[src/rtl/request_unit_pkg.sv]
// rtl/request_unit_pkg.sv - shared types for the request unit
package request_unit_pkg;

  // Request sequencing: fetch an instruction, optionally wait on data, or stop for good.
  typedef enum logic [1:0] {
    FETCH  = 2'd0,
    DATA   = 2'd1,
    HALTED = 2'd2
  } reqstate_t;

endpackage

[src/rtl/request_unit_sat.sv]
// rtl/request_unit_sat.sv - saturating up-counter used for performance counters
module sat_counter #(
  parameter int W = 32
) (
  input  logic         CLK,
  input  logic         nRST,
  input  logic         inc,
  output logic [W-1:0] count
);

  logic [W-1:0] count_q, count_d;

  // Advance on request but stick at all-ones instead of wrapping.
  always_comb begin
    count_d = count_q;
    if (inc && (count_q != '1)) begin
      count_d = count_q + W'(1);
    end
  end

  // Counter register, cleared asynchronously.
  always_ff @(posedge CLK or negedge nRST) begin
    if (!nRST) begin
      count_q <= '0;
    end else begin
      count_q <= count_d;
    end
  end

  assign count = count_q;

endmodule

[src/rtl/request_unit.sv]
// rtl/request_unit.sv - instruction/data memory request sequencing with halt and perf counters
module request_unit
  import request_unit_pkg::*;
#(
  parameter int CNT_W = 32
) (
  input  logic             CLK,
  input  logic             nRST,
  input  logic             ihit,
  input  logic             dhit,
  input  logic             cu_dREN,
  input  logic             cu_dWEN,
  input  logic             cu_halt,
  output logic             imemREN,
  output logic             dmemREN,
  output logic             dmemWEN,
  output logic             pc_en,
  output logic             halt,
  output logic             req_err,
  output logic [CNT_W-1:0] instr_count,
  output logic [CNT_W-1:0] stall_count
);

  reqstate_t state_q, state_d;
  logic      dren_q, dren_d;
  logic      dwen_q, dwen_d;
  logic      halt_q, halt_d;
  logic      err_q, err_d;
  logic      stall_inc;

  // Next-state and request decode; pc_en is combinational so a hit retires in its own cycle.
  always_comb begin
    state_d   = state_q;
    dren_d    = dren_q;
    dwen_d    = dwen_q;
    err_d     = err_q;
    imemREN   = 1'b0;
    pc_en     = 1'b0;
    stall_inc = 1'b0;
    unique case (state_q)
      FETCH: begin
        imemREN = 1'b1;
        dren_d  = 1'b0;
        dwen_d  = 1'b0;
        if (ihit) begin
          if (cu_halt) begin
            state_d = HALTED;
          end else if (cu_dREN || cu_dWEN) begin
            // A malformed decode with both set is treated as a store.
            state_d = DATA;
            dwen_d  = cu_dWEN;
            dren_d  = cu_dREN & ~cu_dWEN;
            if (cu_dREN && cu_dWEN) begin
              err_d = 1'b1;
            end
          end else begin
            pc_en = 1'b1;
          end
        end else begin
          stall_inc = 1'b1;
        end
      end
      DATA: begin
        // Keep the instruction read alive so imemload stays stable while data is served.
        imemREN = 1'b1;
        if (dhit) begin
          pc_en   = 1'b1;
          state_d = FETCH;
          dren_d  = 1'b0;
          dwen_d  = 1'b0;
        end else begin
          stall_inc = 1'b1;
        end
      end
      HALTED: begin
        dren_d = 1'b0;
        dwen_d = 1'b0;
      end
      default: begin
        state_d = FETCH;
        dren_d  = 1'b0;
        dwen_d  = 1'b0;
      end
    endcase
    halt_d = halt_q | (state_d == HALTED);
  end

  // State and registered request/flag outputs.
  always_ff @(posedge CLK or negedge nRST) begin
    if (!nRST) begin
      state_q <= FETCH;
      dren_q  <= 1'b0;
      dwen_q  <= 1'b0;
      halt_q  <= 1'b0;
      err_q   <= 1'b0;
    end else begin
      state_q <= state_d;
      dren_q  <= dren_d;
      dwen_q  <= dwen_d;
      halt_q  <= halt_d;
      err_q   <= err_d;
    end
  end

  assign dmemREN = dren_q;
  assign dmemWEN = dwen_q;
  assign halt    = halt_q;
  assign req_err = err_q;

  sat_counter #(.W(CNT_W)) u_instr_cnt (
    .CLK   (CLK),
    .nRST  (nRST),
    .inc   (pc_en),
    .count (instr_count)
  );

  sat_counter #(.W(CNT_W)) u_stall_cnt (
    .CLK   (CLK),
    .nRST  (nRST),
    .inc   (stall_inc),
    .count (stall_count)
  );

endmodule

[config.mk]
export PLATFORM = sky130hd
export DESIGN_NAME = request_unit
export DESIGN_NICKNAME = d
export VERILOG_FILES = /design/src/rtl/request_unit_pkg.sv /design/src/rtl/request_unit_sat.sv /design/src/rtl/request_unit.sv
export SDC_FILE = /design/constraint.sdc
export NUM_CORES = 1
export LEC_CHECK = 0
export ABC_AREA = 1
export CAP_MARGIN = 0
export CORE_ASPECT_RATIO = 0.7
export CORE_MARGIN = 3
export CORE_UTILIZATION = 40
export CTS_CLUSTER_SIZE = 14
export DETAILED_ROUTE_END_ITERATION = 8
export DONT_BUFFER_PORTS = 1
export PLACE_DENSITY = 0.61
export SLEW_MARGIN = 20
export SYNTH_ARGS = -nofsm -noshare
export SYNTH_HDL_FRONTEND = slang
export SYNTH_SLANG_ARGS = --single-unit
[constraint.sdc]
create_clock -name CLK -period 1.6 [get_ports CLK]
set_input_delay 0.48 -clock CLK [delete_from_list [all_inputs] [get_ports CLK]]
set_output_delay 0.48 -clock CLK [all_outputs]
set_load 0.05 [all_outputs]
==> results of run 1 <==
-- state kept, by name (all words and copies together), names as in the netlist --
name,cells
u_stall_cnt.count,32
dmemREN,1
halt,1
req_err,1
u_instr_cnt.count,32
dmemWEN,1
state_q,2
-- report_power, final --
part	leakage, nW	total (mW)	internal (mW)	switching, mW
Sequential	0.886	1.95	1.84	0.110
Clock	0.141	2.02	1.20	0.824
Combinational	2.18	0.776	0.319	0.457
Total	3.21	4.74	3.35	1.39
-- final cells by class --
cell class                      instances  area share (%)
Inverter                               66            4.26
Timing Repair Buffer                  134            17.8
Sequential cell                        70            26.7
Timing Repair inverter                  2           0.332
Multi-Input combinational cell        587            43.9
Clock buffer                            9            3.32
Tap cell                              153            2.82
Clock inverter                          7           0.960
-- routing by layer --
layer	vias to the layer above	wire length (um)	part of all wire, %
li1	2505	-	-
met1	2406	7650	47
met2	240	6700	41
met3	19	1700	11
met4	0	145	0.90
met5	-	0	0
-- cells in the final DEF (no fill, tap or decap), types with 2 or more instances in the layout --
master,instances
nand2_2,48
nand2_4,27
nand3_1,30
nor2_1,86
inv_8,2
nand2_1,313
o21ai_2,5
nor2_2,18
clkinv_2,4
inv_1,61
buf_4,111
nand4_1,7
nor2_4,6
o21ai_0,6
dfrtp_1,26
clkinvlp_4,2
buf_12,3
clkbuf_16,14
buf_6,10
ha_4,2
xor2_1,17
nand2_8,3
inv_2,2
buf_8,5
nand3_2,3
dfrtp_2,44
xnor2_1,9
-- stage by stage --
step                setup slack, ps  hold WS [ps]
global placement               57.4           186
floorplan                      -124           184
detailed placement             25.1           186
CTS                            -149          -175
finish                         -105          -163
global route                   -173          -183
-- worst register-to-register path, stage by stage (launching register included) --
cell and delay, ps:
dfrtp_1 380, nand2_1 120, nor2_2 210, nand2_2 90, nor2_2 180, nand2_4 120, nand2_8 180, clkbuf_16 200
nand2_2 50, nand2_1 60
-- repair_timing --
item,4_1_cts,5_1_grt
resized for setup,6,151
pin swaps,3,39
endpoints found under the setup margin,4,63
cloned,0,10
hold endpoints to repair,70,70
buffers inserted,7,21
-- cells by family (layout without fill, tap and decap cells) --
family | count (synthesis) | after routing
DFF | 70 | 70
adders and majority gates | 2 | 2
buffers and inverters | 77 | 218
and+or+nand+nor | 542 | 543
xor gates and xnor gates | 26 | 26
AOI/OAI and AO/OA | 16 | 16
-- how the worst max path moves through the flow --
stage / from / endpoint / slack [ps] / cells past startpoint
2_1_floorplan: u_instr_cnt.count[0] / u_instr_cnt.count[22] / -120 / 11
3_3_place_gp: u_stall_cnt.count[10] / u_stall_cnt.count[5] / 60 / 9
3_5_place_dp: u_stall_cnt.count[10] / u_stall_cnt.count[5] / 30 / 9
4_1_cts: state_q[0] / pc_en / -150 / 6
5_1_grt: state_q[1] / pc_en / -170 / 6
6_report: state_q[0] / pc_en / -100 / 6
==> metrics, run 1 <==
status finished, violations left; failing checks hold timing, setup timing; # DRC 0; clk sinks 70; Hold Path Class primary input to async pin; Pre-Repair DR Iteration Count 7; mux cell area share after synthesis 0%; initial antenna violation count 0; post-synth net total 742; final hold slack -163 ps; depth of the CTS H-tree 3; final setup fails 30; reg2reg end u_instr_cnt.count[1]; setup_tns -739 ps; internal reg-to-reg setup slack -40 ps; max-slew violation count 0; Core Rows 32; cell family with most CP delay flip-flops; dpl hpwl 10,700 um; Tcrit/Tclk final 107%; Synth async-reset ratio 100%; I/O Buffers 0; Layout Nets 879; worst skew pair latency 330 ps; ant diodes 0; CP arrival 1220 ps; grt met2 use 29.8%; post-synthesis cell area 4620 um2; Die Span Y 95.9 um; min cycle time layout 1700 ps; M1 GR Usage 34.4%; gr usage total 22.0%; slowest stage delay, CP 390 ps; vias 5,170; Core Box Area 11,100 um2; leading area contributor after synthesis dfrtp_1; Die Area 12,900 um2; syn_area_per_cell 6.30 um2; Slew Limit Headroom 66.9%; reg2reg start u_instr_cnt.count[17]; Synth Area in Simple Gates 46.9%; wire per inst 15.8 um; final core utilization 60.9%; Top Ports 77; Final Worst Setup Slack -105 ps; Clock Path Buffers 2; Post-synth top flop dfrtp_1; met3 Track Usage GR 6.11%; first-pass GRT wire length 22,200 um; compound-cell area share of the yosys netlist 1.92%; root buf cell clkbuf_16; worst-margin pin slew 496 ps; Power Total 4.74 mW; CTS buffer count 9; post-synth top area share 37.9%; Placed Area 5580 um2; Synth Area in XOR/XNOR 4.93%; Ys Warns 0; endpoint class of the critical path primary output; vias per cell 5.03; Crit Path Class register to primary output; CTS tree done; Post-synth EDFFs 0; P_leak 3.21 nW; r2r worst-path depth 9; most frequent cell on the critical path nand2_2; Worst path slowest cell dfrtp_1; highest achievable clock rate 0.587 GHz; Initial Util 41.5%; vias in the first global route 4,220; Clock Skew 8.23 ps; Final Non-Filler Cells 1,028; width of the chip 134 um; share of cells above drive strength 1 36.1%; global placer's final weighted congestion 0.939; critical path, cell by cell inv_1 > nand2_2 > nor2_4 > nand2_2 > nand2_4 > buf_12; Synth Area in Adders 0.542%; maximum VDD drop 587 uV; max_cap viols 0; RSZ-0062 raised after global routing true; Congestion Overflow GR 0; gr busiest metal met1; Clock Pin Slew Worst Setup and Hold Paths 60 ps; 1st-iter DRT viols 465; kind of start point of the critical path register; Post-synth top cells 383 x nand2_1, 104 x nor2_1, 70 x dfrtp_1; Unique masters post-synth 25; main combinational cell family by area after synthesis simple AND/OR/NAND/NOR gates; #FFs+latches synth 70; Post-Route WL 16,200 um; CP max FO 2; placed insts 975; count leader, synth nand2_1; Multi-input gate area 2970 um2; cells after synthesis 733; Layout area overhead 46.8%; Area contributors post-synth dfrtp_1 38%, nand2_1 31%, nor2_1 8.5%; PwrDens 699 nW/um2; register area 1810 um2; Final Hold Viols 70; largest net degree at the start of global routing 71; CP bufs+invs 2; fin area 6780 um2; WP data required 1120 ps; Fillers 1,055; Seq/Total Area, Yosys 37.9%; Post-DRT Antenna Nets 0
Note: power is estimated with default switching activity, not from simulation.
==> run 2, diff against run 1 <==
--- a/config.mk
+++ b/config.mk
@@ -12,2 +12,3 @@
 export CORE_UTILIZATION = 40
+export CTS_CLUSTER_DIAMETER = 40
 export CTS_CLUSTER_SIZE = 14
--- a/constraint.sdc
+++ b/constraint.sdc
@@ -3,2 +3,2 @@
 set_output_delay 0.48 -clock CLK [all_outputs]
-set_load 0.05 [all_outputs]
+set_load 0.1 [all_outputs]
==> run 2 against run 1 <==
Sequential power barely moved; via count rose by 3.0%; non-clock buffer count rose by 11; combinational power rose by 64%; the flow still finishes with violations (hold timing, setup timing); sequential share of layout area fell by 0.29 points; cell count rose by 1.5%; critical endpoint unchanged; highest routed layer unchanged; design area rose by 6.3%; clock power fell by 9%; wire length rose by 7.3%.
==> metrics, run 2 (same netlist as run 1, synthesis figures left out) <==
Layout area overhead 56.0%; setup_tns -4650 ps (-3910 ps); Slew Limit Headroom 74.9% (+8.0 points); worst-margin pin slew 374 ps (-121 ps); Tcrit/Tclk final 112% (+5.7 points); width of the chip 134 um (unchanged); reg2reg end u_stall_cnt.count[19]; root buf cell clkbuf_16; crit path launch state_q[1]; clk sinks 70 (unchanged); Setup crit end pc_en; Core Rows 32 (unchanged); maximum VDD drop 697 uV (+19%); largest net degree at the start of global routing 71 (unchanged); failing checks hold timing, setup timing; fin area 7210 um2 (+6.3%); Post-DRT Antenna Nets 0 (unchanged); CP arrival 1320 ps (+100 ps); Final Worst Setup Slack -195 ps (-90.5 ps); max_cap viols 0 (unchanged); first-pass GRT wire length 24,000 um (+8.2%); dpl hpwl 11,300 um (+6.1%); CTS tree done; placed insts 983 (+0.82%); kind of start point of the critical path register; Pre-Repair DR Iteration Count 5 (-2); Core Box Area 11,100 um2 (unchanged); endpoint class of the critical path primary output; PwrDens 704 nW/um2 (+0.59%); wire per inst 16.7 um (+5.7%); WP data required 1120 ps (about the same); CP max FO 3 (+1); highest achievable clock rate 0.557 GHz (-5.0%); final hold slack -161 ps (+2.06 ps); Clock Skew 8.38 ps (+0.152 ps); worst skew pair latency 340 ps (about the same); internal reg-to-reg setup slack -150 ps (-110 ps); ant diodes 0 (unchanged); Top Ports 77 (unchanged); Congestion Overflow GR 0 (unchanged); Layout Nets 894 (+1.7%); initial antenna violation count 0 (unchanged); CTS buffer count 9 (unchanged); 1st-iter DRT viols 549 (+18%); Hold Path Class primary input to async pin; Die Area 12,900 um2 (unchanged); vias in the first global route 4,459 (+5.7%); Initial Util 41.5% (unchanged); final setup fails 66 (+120%); Post-Route WL 17,400 um (+7.3%); Placed Area 5780 um2 (+3.5%); max-slew violation count 0 (unchanged); vias per cell 5.11 (+1.5%); Clock Pin Slew Worst Setup and Hold Paths 60 ps (about the same); Die Span Y 95.9 um (unchanged); dpl ws -6.89 ps (-32.0 ps); most common cell after layout, fill and taps aside nand2_1; gr usage total 23.8% (+1.9 points); vias 5,325 (+3.0%); min cycle time layout 1800 ps (+90.5 ps); Crit Path Class register to primary output; global placer's final weighted congestion 0.938 (-0.15%); r2r worst-path depth 10 (+1); P_leak 3.39 nW (+5.5%); share of cells above drive strength 1 40.3% (+4.2 points); Final Hold Viols 70 (unchanged); reg2reg start u_stall_cnt.count[5]; I/O Buffers 0 (unchanged); Clock Path Buffers 2 (unchanged); status finished, violations left; most frequent cells in the layout 298 x nand2_1, 102 x buf_4, 89 x nor2_1; # DRC 0 (unchanged); final core utilization 64.7% (+3.8 points); Final Non-Filler Cells 1,043 (+1.5%); depth of the CTS H-tree 3 (unchanged); RSZ-0062 raised after global routing true
run 2: timing repair:
item	in CTS	in global routing
hold endpoints to repair	70	70
setup buffers	6	24
pin swaps	3	57
gates resized for setup	19	176
setup endpoints to repair	19	71
gates cloned	0	15
run 2: cell type report:
type | count | area, um2
fillers | 995 | 3930
multi-input cells | 588 | 3010
flip-flops and latches | 70 | 1900
repair buffers | 145 | 1480
inverters | 66 | 292
clock buffers | 12 | 236
well taps | 153 | 191
repair inverters | 5 | 66.3
clock inverters | 4 | 23.8
run 2: worst min-delay path by stage:
stage,slack (ps),start,endpoint,cells past startpoint
global placement,190,nRST,u_instr_cnt.count[12],0
finish,-160,nRST,u_instr_cnt.count[12],0
CTS,-170,nRST,u_stall_cnt.count[0],0
floorplan,180,nRST,dmemREN,0
global route,-170,nRST,u_stall_cnt.count[17],0
detailed placement,190,nRST,u_instr_cnt.count[12],0
run 2: worst max-delay path, cell delays in order (launching register included):
cell      delay, ps
dfrtp_1         400
clkinv_4         70
nand2_4          60
nor2_4          130
nand2_4          80
nand2_8          70
buf_12          170
run 2: where the power goes:
part / total (mW) / internal (mW) / switching (mW)
clock: 1.84 / 1.05 / 0.793
combinational: 1.27 / 0.500 / 0.773
sequential: 1.96 / 1.86 / 0.0994
total: 5.07 / 3.40 / 1.67
run 2: metal layers:
metal  track usage [%]  routed length [um]  share of wire (%)
met1              38.5                8430                 49
met2              31.6                6920                 40
met3              5.28                1850                 11
met4              4.92                 182                1.0
met5                 0                   0                  0
run 2: per-stage QoR:
| step | hold slack [ps] | power (mW) |
|---|---|---|
| floorplan | 184 | 2.60 |
| global placement | 186 | 2.79 |
| detailed placement | 186 | 2.81 |
| CTS | -167 | 4.66 |
| global route | -174 | 5.25 |
| finish | -161 | 5.07 |
==> run 3, diff against run 2 <==
- SETUP_SLACK_MARGIN: default -> 0.1
==> run 3 against run 2 <==
The flow still finishes with violations (hold timing, setup timing); global-route usage grew 1.7 points; clock skew up 4.6 ps; total power up 3.3%; maximum frequency increased by 0.70%; count of clock-buffer cells in the layout unchanged; design area rose by 11%.
==> metrics, run 3 (same netlist as run 1, synthesis figures left out) <==
status finished, violations left; failing checks hold timing, setup timing; Post-Route WL 17,900 um (+2.8%); Core Box Area 11,100 um2 (unchanged); gr busiest metal met1; Post-DRT Antenna Nets 0 (unchanged); Worst path slowest cell dfrtp_1; WP data required 1120 ps (about the same); kind of start point of the critical path register; grt met2 use 35.9% (+4.3 points); critical path, cell by cell clkinv_4 > nand2_4 > nor2_4 > nand2_4 > nand2_8 > buf_12; ant diodes 0 (unchanged); Worst path depth 6 (unchanged); internal reg-to-reg setup slack -110 ps (+40 ps); RSZ-0062 raised after global routing true; Top Ports 77 (unchanged); Initial Util 41.5% (unchanged); width of the chip 134 um (unchanged); Clock Path Buffers 2 (unchanged); final hold slack -166 ps (-4.83 ps); Core Rows 32 (unchanged); clk sinks 70 (unchanged); most frequent cell on the critical path nand2_4; highest achievable clock rate 0.561 GHz (+0.70%); Clock Pin Slew Worst Setup and Hold Paths 70 ps (about the same); r2r worst-path depth 10 (unchanged); Final Hold Viols 70 (unchanged); largest net degree at the start of global routing 71 (unchanged); global placer's final weighted congestion 0.926 (-1.2%); Congestion Overflow GR 0 (unchanged); most common cell after layout, fill and taps aside nand2_1; met3 Track Usage GR 8.31% (+3.0 points); Clock Skew 13.0 ps (+4.60 ps); Die Area 12,900 um2 (unchanged); maximum VDD drop 724 uV (+4.0%); Layout area overhead 73.6%; Pre-Repair DR Iteration Count 7 (+2); dpl hpwl 10,900 um (-3.6%); max-slew violation count 0 (unchanged); share of cells above drive strength 1 44.9% (+4.6 points); worst-margin pin slew 331 ps (-43.2 ps); slowest stage delay, CP 400 ps (about the same); reg2reg end u_stall_cnt.count[31]; vias in the first global route 4,913 (+10%); M1 GR Usage 37.7% (-0.87 points); cell family with most CP delay flip-flops; Die Span Y 95.9 um (unchanged); # DRC 0 (unchanged); CP bufs+invs 2 (unchanged); root buf cell clkbuf_16; Hold Path Class primary input to async pin; wire per inst 16.8 um (+0.85%); first-pass GRT wire length 25,600 um (+6.6%); CP arrival 1300 ps (-20 ps); P_leak 3.83 nW (+13%); crit path launch state_q[1]; worst skew pair latency 330 ps (about the same); vias 5,411 (+1.6%); Layout Nets 914 (+2.2%); CTS tree done; most frequent cells in the layout 288 x nand2_1, 73 x nor2_1, 67 x nand2_2; setup_tns -2170 ps (+2480 ps); Setup crit end pc_en; Tcrit/Tclk final 111% (-0.78 points); PwrDens 653 nW/um2 (-7.1%); reg2reg start u_stall_cnt.count[4]; max_cap viols 0 (unchanged); Final Worst Setup Slack -183 ps (+12.5 ps); I/O Buffers 0 (unchanged); CTS buffer count 9 (unchanged); endpoint class of the critical path primary output; initial antenna violation count 0 (unchanged); gr usage total 25.5% (+1.7 points); CP max FO 3 (unchanged); vias per cell 5.09 (-0.30%); Slew Limit Headroom 77.8% (+2.9 points); final setup fails 55 (-17%); depth of the CTS H-tree 3 (unchanged); 1st-iter DRT viols 344 (-37%); min cycle time layout 1780 ps (-12.5 ps); Crit Path Class register to primary output
## run 3: layout make-up
cell class                      count  area, um2
Clock buffer                       12        246
Clock inverter                      4       25.0
Fill cell                         859       3110
Inverter                           66        298
Multi-Input combinational cell    586       3130
Sequential cell                    70       1900
Tap cell                          153        191
Timing Repair Buffer              167       2140
Timing Repair inverter              5       82.6
## run 3: what timing repair did
action | CTS | global route
setup buffers | 35 | 32
cloned | 7 | 5
hold endpoints to repair | 70 | 70
pin swaps | 38 | 37
setup endpoints to repair | 117 | 112
gates resized for setup | 201 | 180
## run 3: where the power goes
| group | leakage, nW | switching [mW] | internal, mW |
|---|---|---|---|
| Combinational | 2.86 | 0.815 | 0.587 |
| Sequential | 0.845 | 0.0864 | 1.86 |
| Clock | 0.129 | 0.804 | 1.09 |
## run 3: stage by stage
| stage | cells | setup WS (ps) | power, mW | instance area [um2] | util, % |
|---|---|---|---|---|---|
| 2_1_floorplan | 733 | -200 | 2.60 | 4840 | - |
| 3_3_place_gp | 976 | 22.3 | 2.81 | 5730 | 51.5 |
| 3_5_place_dp | 976 | 3.02 | 2.81 | 5730 | 51.5 |
| 4_1_cts | 1033 | -198 | 5.06 | 7150 | 64.2 |
| 5_1_grt | 1063 | -232 | 5.41 | 8020 | 72.0 |
| 6_report | 1063 | -183 | 5.24 | 8020 | 72.0 |
## run 3: how the worst min path moves through the flow
stage | from | end | slack (ps) | cells after the start
detailed placement | nRST | u_instr_cnt.count[18] | 190 | 0
floorplan | nRST | dmemREN | 180 | 0
global route | nRST | u_instr_cnt.count[18] | -190 | 0
CTS | nRST | u_instr_cnt.count[18] | -170 | 0
global placement | nRST | u_instr_cnt.count[18] | 190 | 0
finish | nRST | u_instr_cnt.count[18] | -170 | 0
## run 3: routing by layer
layer | vias to the layer above | part of all wire, %
li1 | 2586 | -
met2 | 226 | 43
met3 | 23 | 9.7
met1 | 2576 | 46
met4 | 0 | 1.3
met5 | - | 0
